## config.mk

```make
export PLATFORM = sky130hd
export DESIGN_NAME = adder_pipe_nbits
export DESIGN_NICKNAME = d
export VERILOG_FILES = /design/src/rtl/adder_pipe_nbits.sv
export SDC_FILE = /design/constraint.sdc
export NUM_CORES = 1
export LEC_CHECK = 0
export BUFFER_PORTS_ARGS = -buffer_cell sky130_fd_sc_hd__buf_2
export CAP_MARGIN = 10
export CORE_ASPECT_RATIO = 1.1
export CORE_MARGIN = 2
export CORE_UTILIZATION = 40
export DETAILED_ROUTE_END_ITERATION = 8
export PLACE_DENSITY = 0.56
export SYNTH_ARGS = -nofsm -noshare
export SYNTH_HDL_FRONTEND = slang
export SYNTH_SLANG_ARGS = --single-unit
```

## constraint.sdc

```tcl
create_clock -name clk -period 3 [get_ports clk]
set_input_delay 0.15 -clock clk [delete_from_list [all_inputs] [get_ports clk]]
set_output_delay 0.15 -clock clk [all_outputs]
set_load 0.01 [all_outputs]
```

## src/rtl/adder_pipe_nbits.sv

```systemverilog
// Pipelined carry-chain adder: WIDTH-bit a + b + cin, CHUNK bits per stage,
// carry registered between stages, valid/ready handshake on both sides.
module adder_pipe_nbits #(
   parameter int WIDTH = 16,
   parameter int CHUNK = 4
) (
   input  logic             clk,
   input  logic             rst,
   input  logic             in_valid,
   output logic             in_ready,
   input  logic [WIDTH-1:0] a,
   input  logic [WIDTH-1:0] b,
   input  logic             cin,
   output logic             out_valid,
   input  logic             out_ready,
   output logic [WIDTH-1:0] sum,
   output logic             cout
);

   localparam int STAGES = WIDTH / CHUNK;

   // Per-stage registers: valid flag, carry out of the slice, partial sum
   // (de-skew, lower slices already produced) and delayed operands (skew).
   logic             validQ [STAGES];
   logic             carryQ [STAGES];
   logic [WIDTH-1:0] sumQ   [STAGES];
   logic [WIDTH-1:0] aQ     [STAGES];
   logic [WIDTH-1:0] bQ     [STAGES];

   logic adv;

   // The whole pipe moves together; it only stalls when a finished result
   // is sitting at the output and nobody takes it.
   assign adv       = !out_valid || out_ready;
   assign in_ready  = adv && !rst;
   assign out_valid = validQ[STAGES-1];
   assign sum       = sumQ[STAGES-1];
   assign cout      = carryQ[STAGES-1];

   for (genvar k = 0; k < STAGES; k++) begin : gStage
      localparam int LO = k * CHUNK;

      logic [CHUNK-1:0] sliceA;
      logic [CHUNK-1:0] sliceB;
      logic             prevCarry;
      logic             prevValid;
      logic [WIDTH-1:0] prevSum;
      logic [WIDTH-1:0] nextSum;
      logic [CHUNK:0]   part;

      if (k == 0) begin : gHead
         assign sliceA    = a[LO +: CHUNK];
         assign sliceB    = b[LO +: CHUNK];
         assign prevCarry = cin;
         assign prevValid = in_valid && in_ready;
         assign prevSum   = '0;

         if (STAGES > 1) begin : gSkew
            // Stage 0 captures the full operands so later stages can
            // consume their upper slices.
            always_ff @(posedge clk) begin
               if (!rst && adv) begin
                  aQ[0] <= a;
                  bQ[0] <= b;
               end
            end
         end
      end else begin : gBody
         assign sliceA    = aQ[k-1][LO +: CHUNK];
         assign sliceB    = bQ[k-1][LO +: CHUNK];
         assign prevCarry = carryQ[k-1];
         assign prevValid = validQ[k-1];
         assign prevSum   = sumQ[k-1];

         if (k < STAGES - 1) begin : gSkew
            // Operands ride along with their set until the last stage
            // that still needs an unconsumed slice.
            always_ff @(posedge clk) begin
               if (!rst && adv) begin
                  aQ[k] <= aQ[k-1];
                  bQ[k] <= bQ[k-1];
               end
            end
         end
      end

      assign part = {1'b0, sliceA} + {1'b0, sliceB} + {{CHUNK{1'b0}}, prevCarry};

      // Drop this stage's partial sum into its slice of the running result.
      always_comb begin
         nextSum               = prevSum;
         nextSum[LO +: CHUNK]  = part[CHUNK-1:0];
      end

      // Stage register: cleared by reset, loads only when the pipe advances.
      always_ff @(posedge clk) begin
         if (rst) begin
            validQ[k] <= 1'b0;
            carryQ[k] <= 1'b0;
            sumQ[k]   <= '0;
         end else if (adv) begin
            validQ[k] <= prevValid;
            carryQ[k] <= part[CHUNK];
            sumQ[k]   <= nextSum;
         end
      end
   end

endmodule

```

* After elaboration in Yosys (flattened, before gate mapping)
Memories as Yosys holds them, arrays and structs flattened.
Index checks and enable logic that the tools add are counted.
** Operators by class
- Add/sub/neg operators :: 8
- Multiply operators :: 0
- Div/mod/pow operators :: 0
- $lt $le $gt $ge :: 0
- Equality and inequality tests :: 0
- Shift operators :: 0
- Muxes and demuxes :: 19
- Bitwise logic cells :: 12
- Reductions and logical operators :: 5
** Operators with widths (count)
- $mux 16 :: 4
- $add 4x4->5 :: 4
- $add 5x1->5 :: 4
- $mux 1 :: 15
- $or 1x1->1 :: 12
- $logic_and 1x1->1 :: 2
- $logic_not 1->1 :: 2
- $logic_or 1x1->1 :: 1
** Word-level totals
- Register bits :: 0
- Latch bits :: 0
- Bits in writable memories :: 200
- Memory bits (read-only) :: 0
- Bits of input ports :: 37
- Output and inout bits :: 19
- Word-level logic and storage cells :: 49
- Memories kept :: 5
** Memories
- aQ :: depth 4, width 16, rd ports 3, clocked after Yosys merged registers in 0, wr ports 3, line 27 : logic [WIDTH-1:0] aQ [STAGES];
- bQ :: depth 4, width 16, rd ports 3, clocked after Yosys merged registers in 0, wr ports 3, line 28 : logic [WIDTH-1:0] bQ [STAGES];
- sumQ :: depth 4, width 16, rd ports 4, clocked after Yosys merged registers in 0, wr ports 4, line 26 : logic [WIDTH-1:0] sumQ [STAGES];
- carryQ :: depth 4, width 1, rd ports 4, clocked after Yosys merged registers in 0, wr ports 4, line 25 : logic carryQ [STAGES];
- validQ :: depth 4, width 1, rd ports 4, clocked after Yosys merged registers in 0, wr ports 4, line 24 : logic validQ [STAGES];

* Longest topological paths before layout
Gate-level depths: netlist (run 1).
An unclocked memory read counts as a cell.
- Depth after elaboration :: 7
- Depth in mapped cells :: 6
- Gate-level depth less buffers :: 6

* Worst setup path before layout (run 1)
OpenSTA, ideal clock, no wires.
- Kind :: register -> register
- Start :: mem validQ[3]
- End :: mem carryQ[0], enable pin
- Library setup time :: 0.413 ns
- Arrival time :: 1.960 ns
- Data required time :: 2.587 ns
- Setup slack :: 0.627 ns
- Cell stages (with the launch flop) :: 4
- Path buffers :: 1
- Clock period less this slack :: 2.373 ns
- Cell sequence :: edfxtp_1 nand2b_4 clkbuf_2 nand2b_1
** RTL lines (line)
- start, declared :: 24
- end, declared :: 25

==> flow_summary.toml, run 1 <==
[run_status]
status = "complete, no violations"

[critical_path]
timing.rr.end = "bQ[0][25]"
cp_max_fo = 49
cp.required_ns = 2.85
criticalPathCategory = "flip-flop to output port"
start_kind = "flip-flop"
worstPathArrival_ns = 2.20
regToRegStartpoint = "validQ[3]"
r2r_slack_ns = 1.02
end_kind = "output port"
r2r_cells = 4
cp-startpoint = "validQ[3]"

[placed_design]
numPlacedInstances = 384
port_buffers = 55
dp_hpwl_um = 3232
place_congestion = 0.7325

[yosys]
syn-num-nets = 275
syn_area_sq_um = 3787
ys_warn_count = 0
synth_area_per_cell_sq_um = 17.37
ys_ff_latch = 96
syn_inst = 218
synth_cell_types = 23
synth-seq-area-share_pct = 76.11

[timing]
setup_viol = 0
rsz0062_at_grt = "false"
drv_slew = 0
slew_headroom_pct = 59.80
fmax_ghz = 0.4264
fin_skew_ns = 0.01274
post-route-period-util_pct = 78.17
worstMarginPinSlew_ns = 0.6029
hold_viol = 0
setup_tns_ns = 0
fin_crit_ns = 2.345

[floorplan]
rows = 37
start_util_pct = 40.70
die-area_sq_um = 10260
core_sq_um = 9305
io_pins = 56
fp.dieW_um = 96.78
die_y_um = 106.1

[route]
routed_wl_um = 5222
wl_per_cell_um = 12.32
first_pass_iters = 4
ant_nets = 0
drc = 0
via_per_inst = 4.689
dr.first_iter.drc_count = 132
routed-via-count = 1988

[power]
worst_ir_drop_vdd_v = 0.0002946
cellLeakagePower_nw = 2.032
powerDensity_nw_per_um2 = 592.2

[clock_tree]
cts_tree = "done"
cts_buffers = 9
cts_resized = 0
postCtsSetupRepairBufs = 0
clkLatencyLatePin_ns = 0.35
cts_htree_levels = 3
hold_buffers = 24
clk_path_buf_depth = 2
clockRootBuffer = "clkbuf_8"
clk_pin_slew_ns = 0.09
cts_sinks = 96

[final_layout]
drive_above_1_share_pct = 25.41
nets = 359
area_growth_pct = 22.83
fillCellCount = 784
instances_no_fill = 424
regArea_sq_um = 2883
final_common_cell = "edfxtp_1"
final_cell_mix = "96 x edfxtp_1, 55 x buf_2, 34 x and3_1"
multi_input_area_sq_um = 800.8
antennaDiodeCount = 0

[global_route]
grt_pass1_vias = 1953
grt_max_degree = 50
global_route.usage.total_pct = 11.12
antenna_found_initial = 0
grt-ovfl-total = 0
grt_pass1_wl_um = 8970

[run]
maxCapViolations = 0

[min_path]
hp-start = "in_valid"
hold_end = "validQ[0]"
hold_class = "input pin to flip-flop"
hold_depth = 2
-- critical path, cell delays in order, from the launching register on --
cell and delay, ns:
edfxtp_1 0.44, nand2b_4 0.31, nand2_2 0.26, inv_2 0.09, buf_4 0.49, buf_2 0.24
-- area by class of cell --
cell class	instances	area share (%)
clock buffer	10	2.743
clock inverter	6	1.963
inverter	14	1.130
multi-input combinational	99	17.21
sequential	96	61.97
tap	117	3.147
timing repair buffer	82	11.83
-- cells in the mapped netlist --
cell type	count	area share (%)
nor3_1	3	0.40
and3_1	34	5.6
xnor2_1	2	0.46
edfxtp_1	96	76
ha_1	12	4.0
inv_2	1	0.099
nand2_2	1	0.17
a21o_1	5	0.99
nand3b_1	3	0.59
nand3_1	4	0.53
clkbuf_1	3	0.30
nor2b_1	4	0.66
o21ai_0	2	0.26
inv_1	13	1.3
mux2i_1	3	0.79
clkbuf_2	3	0.40
buf_6	2	0.59
nor2_1	7	0.69
nand2b_4	1	0.36
a21oi_1	9	1.2
buf_2	1	0.13
fa_1	8	4.2
nand2b_1	1	0.17
-- worst max-delay path by stage --
stage	end	slack [ns]
finish	in_ready	0.65
global route	in_ready	0.41
CTS	in_ready	0.60
detailed placement	in_ready	0.99
global placement	in_ready	1.04
floorplan	carryQ[0]	0.63
-- state kept, by name (all words and copies together), names as in the netlist --
signal  flops
bQ         24
carryQ      4
aQ         24
validQ      4
sumQ       40
-- kinds of logic after synthesis --
family,after synthesis,share of synthesized area [%]
flip-flops,96,76.11
AND/OR/NAND/NOR,58,9.184
buffers and inverters,23,2.808
adder cells (fa/ha/maj),20,8.193
AO/OA/AOI/OAI,16,2.445
multiplexers,3,0.7929
XOR/XNOR,2,0.4626
-- where the power goes --
group | internal (mW) | total, mW | switching [mW]
clock network | 0.473 | 0.910 | 0.437
registers | 1.59 | 1.61 | 0.0260
logic | 0.119 | 0.232 | 0.114
total | 2.18 | 2.75 | 0.577
-- per-layer routing --
metal | vias up | global-route usage, % | wire length (um)
li1 | 977 | - | -
met1 | 957 | 14.12 | 2328
met2 | 45 | 17.51 | 2590
met3 | 9 | 3.156 | 212
met4 | 0 | 5.734 | 90
met5 | - | 0 | 0
-- through the flow --
stage / area (sq um) / util [%] / hold WS [ns] / total power [mW] / worst slack [ns]
4_1_cts: 4652 / 49.99 / 0.09252 / 2.788 / 0.6014
3_3_place_gp: 4193 / 45.06 / 0.3267 / 1.852 / 1.043
6_report: 4652 / 49.99 / 0.1122 / 2.755 / 0.6548
5_1_grt: 4652 / 49.99 / 0.1101 / 2.885 / 0.4132
2_1_floorplan: 3787 / - / 0.2489 / 1.775 / 0.6269
3_5_place_dp: 4193 / 45.06 / 0.3281 / 1.859 / 0.9909
No activity file was read; power rests on OpenSTA's default activity.
==> inputs of run 2 (changes only) <==
- ABC_AREA: not set -> 1
- clock period: 3 -> 2.2 ns (I/O delays scaled with it)
==> run 2 against run 1 <==
Count of clock-buffer cells in the layout unchanged. Die area increased by 1.7%. Power increased by 33%. Synthesized area increased by 1.8%. Combinational power increased by 59%. Sequential cell count unchanged. Clock skew increased by 0.0023 ns.
==> flow_summary.toml, run 2 <==
[timing]
fin_crit_ns = 1.843
setup_viol = 0
fmax_ghz = 0.5425
drv_slew = 0
hold_viol = 0
worstMarginPinSlew_ns = 0.5154
fin_skew_ns = 0.01508
post-route-period-util_pct = 83.78
hold_ws_ns = 0.04233
rsz0062_at_grt = "false"
setup_tns_ns = 0
slew_headroom_pct = 65.64

[critical_path]
cpMostUsedCell = "fa_1"
start_kind = "flip-flop"
criticalPathCategory = "flip-flop to flip-flop"
cp-startpoint = "carryQ[2]"
cpLargestDelayFamily = "adder cells"
cp_max_fo = 3
end_kind = "flip-flop"
cp.required_ns = 2.41
worstPathArrival_ns = 2.05
slowest_stage = "fa_1"
regToRegStartpoint = "carryQ[2]"
timing.critical_path.buf_inv = 1
cpPeakStageDelay_ns = 0.47
crit_chain = "inv_1, fa_1, fa_1, or2_2, a21oi_1"

[route]
wl_per_cell_um = 10.79
first_pass_iters = 4
via_per_inst = 4.311
ant_nets = 0
routed-via-count = 2026
dr.first_iter.drc_count = 87
routed_wl_um = 5069
drc = 0

[yosys]
synth_common_cells = "96 x edfxtp_1, 46 x inv_1, 38 x nor2_1"
ys_warn_count = 0
yosysTopAreaCellShare_pct = 74.78
syn_area_sq_um = 3855
synth-seq-area-share_pct = 74.78
yosys.area.top_type = "edfxtp_1"
ys_ff_latch = 96
synth_cell_types = 22
synth_area_per_cell_sq_um = 14.88
synth.most_common_cell = "edfxtp_1"
synth-async-reset-ratio_pct = 0
syn_inst = 259
synth_edf_count = 96
synth.area.top_cells = "edfxtp_1 75%, inv_1 4.5%, fa_1 4.2%"
synthFlopType = "edfxtp_1"
syn-num-nets = 316

[power]
worst_ir_drop_vdd_v = 0.0003261
cellLeakagePower_nw = 1.987
total_power_mw = 3.658
powerDensity_nw_per_um2 = 776.8

[floorplan]
fp.dieW_um = 97.60
start_util_pct = 41.22
die_y_um = 107.0
die-area_sq_um = 10440
rows = 37
io_pins = 56
core_sq_um = 9351

[placed_design]
place_congestion = 0.6814
place_area_sq_um = 4284
dp_hpwl_um = 3111
port_buffers = 55

[global_route]
grt_max_degree = 49
grt_pass1_wl_um = 8845
grt-ovfl-total = 0
global_route.usage.total_pct = 10.81
antenna_found_initial = 0
grt_pass1_vias = 2083

[min_path]
hp-start = "in_valid"
hold_class = "input pin to flip-flop"

[final_layout]
antennaDiodeCount = 0
area_growth_pct = 22.17
postLayoutCellArea_sq_um = 4710
final_common_cell = "edfxtp_1"
fin_util_pct = 50.36
regMostFlops = "sumQ"
largest_reg_flops = 40
final_cell_mix = "96 x edfxtp_1, 55 x buf_2, 46 x inv_1"
top_regs = "sumQ (40), aQ (24), bQ (24)"
fillCellCount = 831
drive_above_1_share_pct = 25.78
nets = 405

[clock_tree]
clockRootBuffer = "clkbuf_8"
cts_htree_levels = 3
clk_pin_slew_ns = 0.10
cts_tree = "done"
cts_buffers = 9
clk_path_buf_depth = 2
cts_sinks = 96
clkLatencyLatePin_ns = 0.36

[run]
maxCapViolations = 0

[run_status]
status = "complete, no violations"
run 2: cell types whose count changed in the layout (fill, tap and decap cells not counted), moves of 4 or more:
cell and delta:
nor2_1 +31, nor2_2 +8, a21o_1 -5, nor2b_1 -4, inv_1 +34, and3_1 -34
nand2_1 +12
run 2: repair_timing:
action,4_1_cts,5_1_grt
hold buffers,24,0
endpoints found under the hold margin,24,0
gates resized for setup,0,0
setup buffers,0,0
run 2: logic make-up after synthesis:
kind of cell,share of synthesized area [%]
DFF,74.78
AOI/OAI and AO/OA,2.012
adders and majority gates,8.049
and+or+nand+nor,8.764
buffers and inverters,5.940
xor gates and xnor gates,0.4545
run 2: final timing paths:
kind / end / slack [ns] / depth (start not counted)
worst min-delay path: validQ[0] / 0.04 / 3
worst max-delay path: sumQ[3][14] / 0.36 / 5
worst min register to register: bQ[0][45] / 0.42 / 0
worst max register to register: sumQ[3][14] / 0.36 / 5
run 2: worst reg2reg max path, cell delays in order (launching register included):
cell and delay [ns]:
edfxtp_1 0.33, inv_1 0.05, fa_1 0.47, fa_1 0.41
or2_2 0.29, a21oi_1 0.14
run 2: stage by stage:
stage / instances / worst slack (ns)
finish: 470 / 0.3568
global route: 470 / 0.2680
CTS: 470 / 0.3600
detailed placement: 430 / 0.3890
global placement: 430 / 0.4525
floorplan: 259 / 0.4929
run 2: final cells by class:
class / count / area [sq um] / share of cell area [%]
inverters: 49 / 183.9 / 3.905
multi-input cells: 110 / 748.2 / 15.89
clock inverters: 6 / 57.56 / 1.222
clock buffers: 10 / 127.6 / 2.710
flip-flops and latches: 96 / 2883 / 61.21
repair buffers: 82 / 563.0 / 11.96
well taps: 117 / 146.4 / 3.108
run 2: power by group:
part	total [mW]	leakage (nW)	switching, mW	internal (mW)
sequential	2.21	1.04	0.0382	2.18
clock	1.08	0.0953	0.636	0.440
combinational	0.370	0.855	0.199	0.171
total	3.66	1.99	0.873	2.79
run 2: per-layer routing:
| metal | part of all wire (%) | vias up | track usage (%) |
|---|---|---|---|
| met5 | 0 | - | 0 |
| met4 | 1.5 | 0 | 5.357 |
| met1 | 44 | 937 | 12.32 |
| met3 | 4.5 | 5 | 3.455 |
| met2 | 50 | 42 | 18.42 |
| li1 | - | 1042 | - |
==> inputs of run 3 (changes only) <==
- ABC_AREA: 1 -> 0
- clock period: 2.2 -> 1.7 ns (I/O delays scaled with it)
==> run 3 against run 2 <==
The flow now finishes with violations (negative setup slack). Combinational power grew 23%. Critical path depth is the same. Sequential cell count is the same. Maximum frequency grew 4.3%. Setup slack lost 0.42 ns. Sequential share of layout area shrank 0.36 points. First-iteration DRC count shrank 5.7%.
==> flow_summary.toml, run 3 (synthesis results as in run 1) <==
[power]
worst_ir_drop_vdd_v = 0.0004408
powerDensity_nw_per_um2 = 962.8
cellLeakagePower_nw = 2.070

[floorplan]
start_util_pct = 40.70
io_pins = 56
fp.dieW_um = 96.78
rows = 37
die_y_um = 106.1
core_sq_um = 9305
die-area_sq_um = 10260

[critical_path]
cp_max_fo = 2
cp.required_ns = 1.81
r2r_cells = 5
r2r_slack_ns = -0.07
worstPathArrival_ns = 1.87
regToRegStartpoint = "aQ[0][4]"
timing.rr.end = "carryQ[1]"
start_kind = "flip-flop"
end_kind = "flip-flop"
criticalPathCategory = "flip-flop to flip-flop"

[placed_design]
dp_hpwl_um = 3584
place_ws_ns = -0.07302
port_buffers = 55
place_congestion = 0.7447

[min_path]
hold_depth = 2
hold_end = "validQ[0]"
hold_class = "input pin to flip-flop"
hp-start = "in_valid"

[clock_tree]
clk_path_buf_depth = 2
cts_tree = "done"
clk_pin_slew_ns = 0.09
clkLatencyLatePin_ns = 0.35
clockRootBuffer = "clkbuf_8"
cts_htree_levels = 3
cts_sinks = 96
cts_buffers = 9

[timing]
fin_skew_ns = 0.01341
worstMarginPinSlew_ns = 0.2876
slew_headroom_pct = 80.68
post-route-period-util_pct = 103.9
rsz0062_at_grt = "true"
hold_viol = 0
drv_slew = 0
setup_viol = 3
fmax_ghz = 0.5661
layout_setup_ws_ns = -0.06650
fin_crit_ns = 1.766

[run_status]
violations = "negative setup slack"
status = "complete, but fails checks"

[route]
routed-via-count = 2049
wl_per_cell_um = 13.34
via_per_inst = 4.732
first_pass_iters = 4
routed_wl_um = 5778
ant_nets = 0
dr.first_iter.drc_count = 82
drc = 0

[run]
maxCapViolations = 0

[final_layout]
drive_above_1_share_pct = 28.80
fillCellCount = 799
nets = 368
regArea_sq_um = 2883
final_common_cell = "edfxtp_1"
antennaDiodeCount = 0
largest_reg_flops = 40
multi_input_area_sq_um = 833.3
fin_util_pct = 50.91
regMostFlops = "sumQ"
top_regs = "sumQ (40), aQ (24), bQ (24)"
area_growth_pct = 25.07
final_cell_mix = "96 x edfxtp_1, 55 x buf_2, 34 x and3_1"

[global_route]
grt_pass1_vias = 1979
grt-ovfl-total = 0
global_route.usage.total_pct = 11.86
grt_pass1_wl_um = 9280
antenna_found_initial = 0
grt_max_degree = 29
## run 3: cell count changes in the layout (fill, tap and decap cells not counted), sizes merged, moves of 5 or more
cell	previous run	this run
and3	0	34
inv	53	13
buf	58	66
nand2	14	1
a21o	0	5
nor2	46	7
## run 3: what timing repair did
item,4_1_cts,5_1_grt
hold buffers,24,0
gates resized for setup,3,5
hold endpoints to repair,24,0
pin swaps,4,5
buffers inserted,1,1
gates cloned,0,1
setup endpoints to repair,4,6
## run 3: layout make-up
type	instances	area share, %
Clock buffer	13	2.932
Clock inverter	3	0.3962
Inverter	14	1.189
Multi-Input combinational cell	99	17.59
Sequential cell	96	60.86
Tap cell	117	3.090
Timing Repair Buffer	91	13.95
## run 3: how the worst max path moves through the flow
| stage | from | to |
|---|---|---|
| after detailed placement | aQ[0][4] | carryQ[1] |
| after floorplan | validQ[3] | aQ[0][10] |
| after CTS | carryQ[0] | carryQ[1] |
| final | aQ[0][4] | carryQ[1] |
| after global routing | aQ[0][4] | carryQ[1] |
| after global placement | aQ[0][4] | carryQ[1] |
## run 3: per-stage QoR
step                std cells  area (sq um)  total power [mW]  hold slack [ns]  TNS (ns)
detailed placement        390          4282             3.296           0.2633   -0.2028
CTS                       431          4700             4.608          0.04052   -0.1123
finish                    433          4737             4.561          0.06503   -0.1289
global placement          390          4282             3.282           0.2615  -0.09645
floorplan                 218          3809             3.137           0.1839    -6.015
global route              433          4737             4.782          0.05641   -0.2845
## run 3: worst max-delay path, stage by stage (launching register included)
cell and delay (ns):
edfxtp_1 0.41, fa_2 0.41, fa_2 0.35, a21o_1 0.16
a21oi_1 0.13, nor2_1 0.05
## run 3: layer usage
metal | vias to the layer above | track usage [%] | routed length, um
met2 | 40 | 19.54 | 2941
met5 | - | 0 | 0
li1 | 994 | - | -
met1 | 1002 | 14.05 | 2478
met4 | 0 | 6.439 | 128
met3 | 13 | 3.485 | 229
## run 3: report_power, final
part	switching [mW]	total (mW)	internal, mW	leakage, nW
Combinational	0.214	0.454	0.240	0.962
Sequential	0.0480	2.85	2.80	1.04
Clock	0.728	1.26	0.530	0.0713
Total	0.990	4.56	3.57	2.07
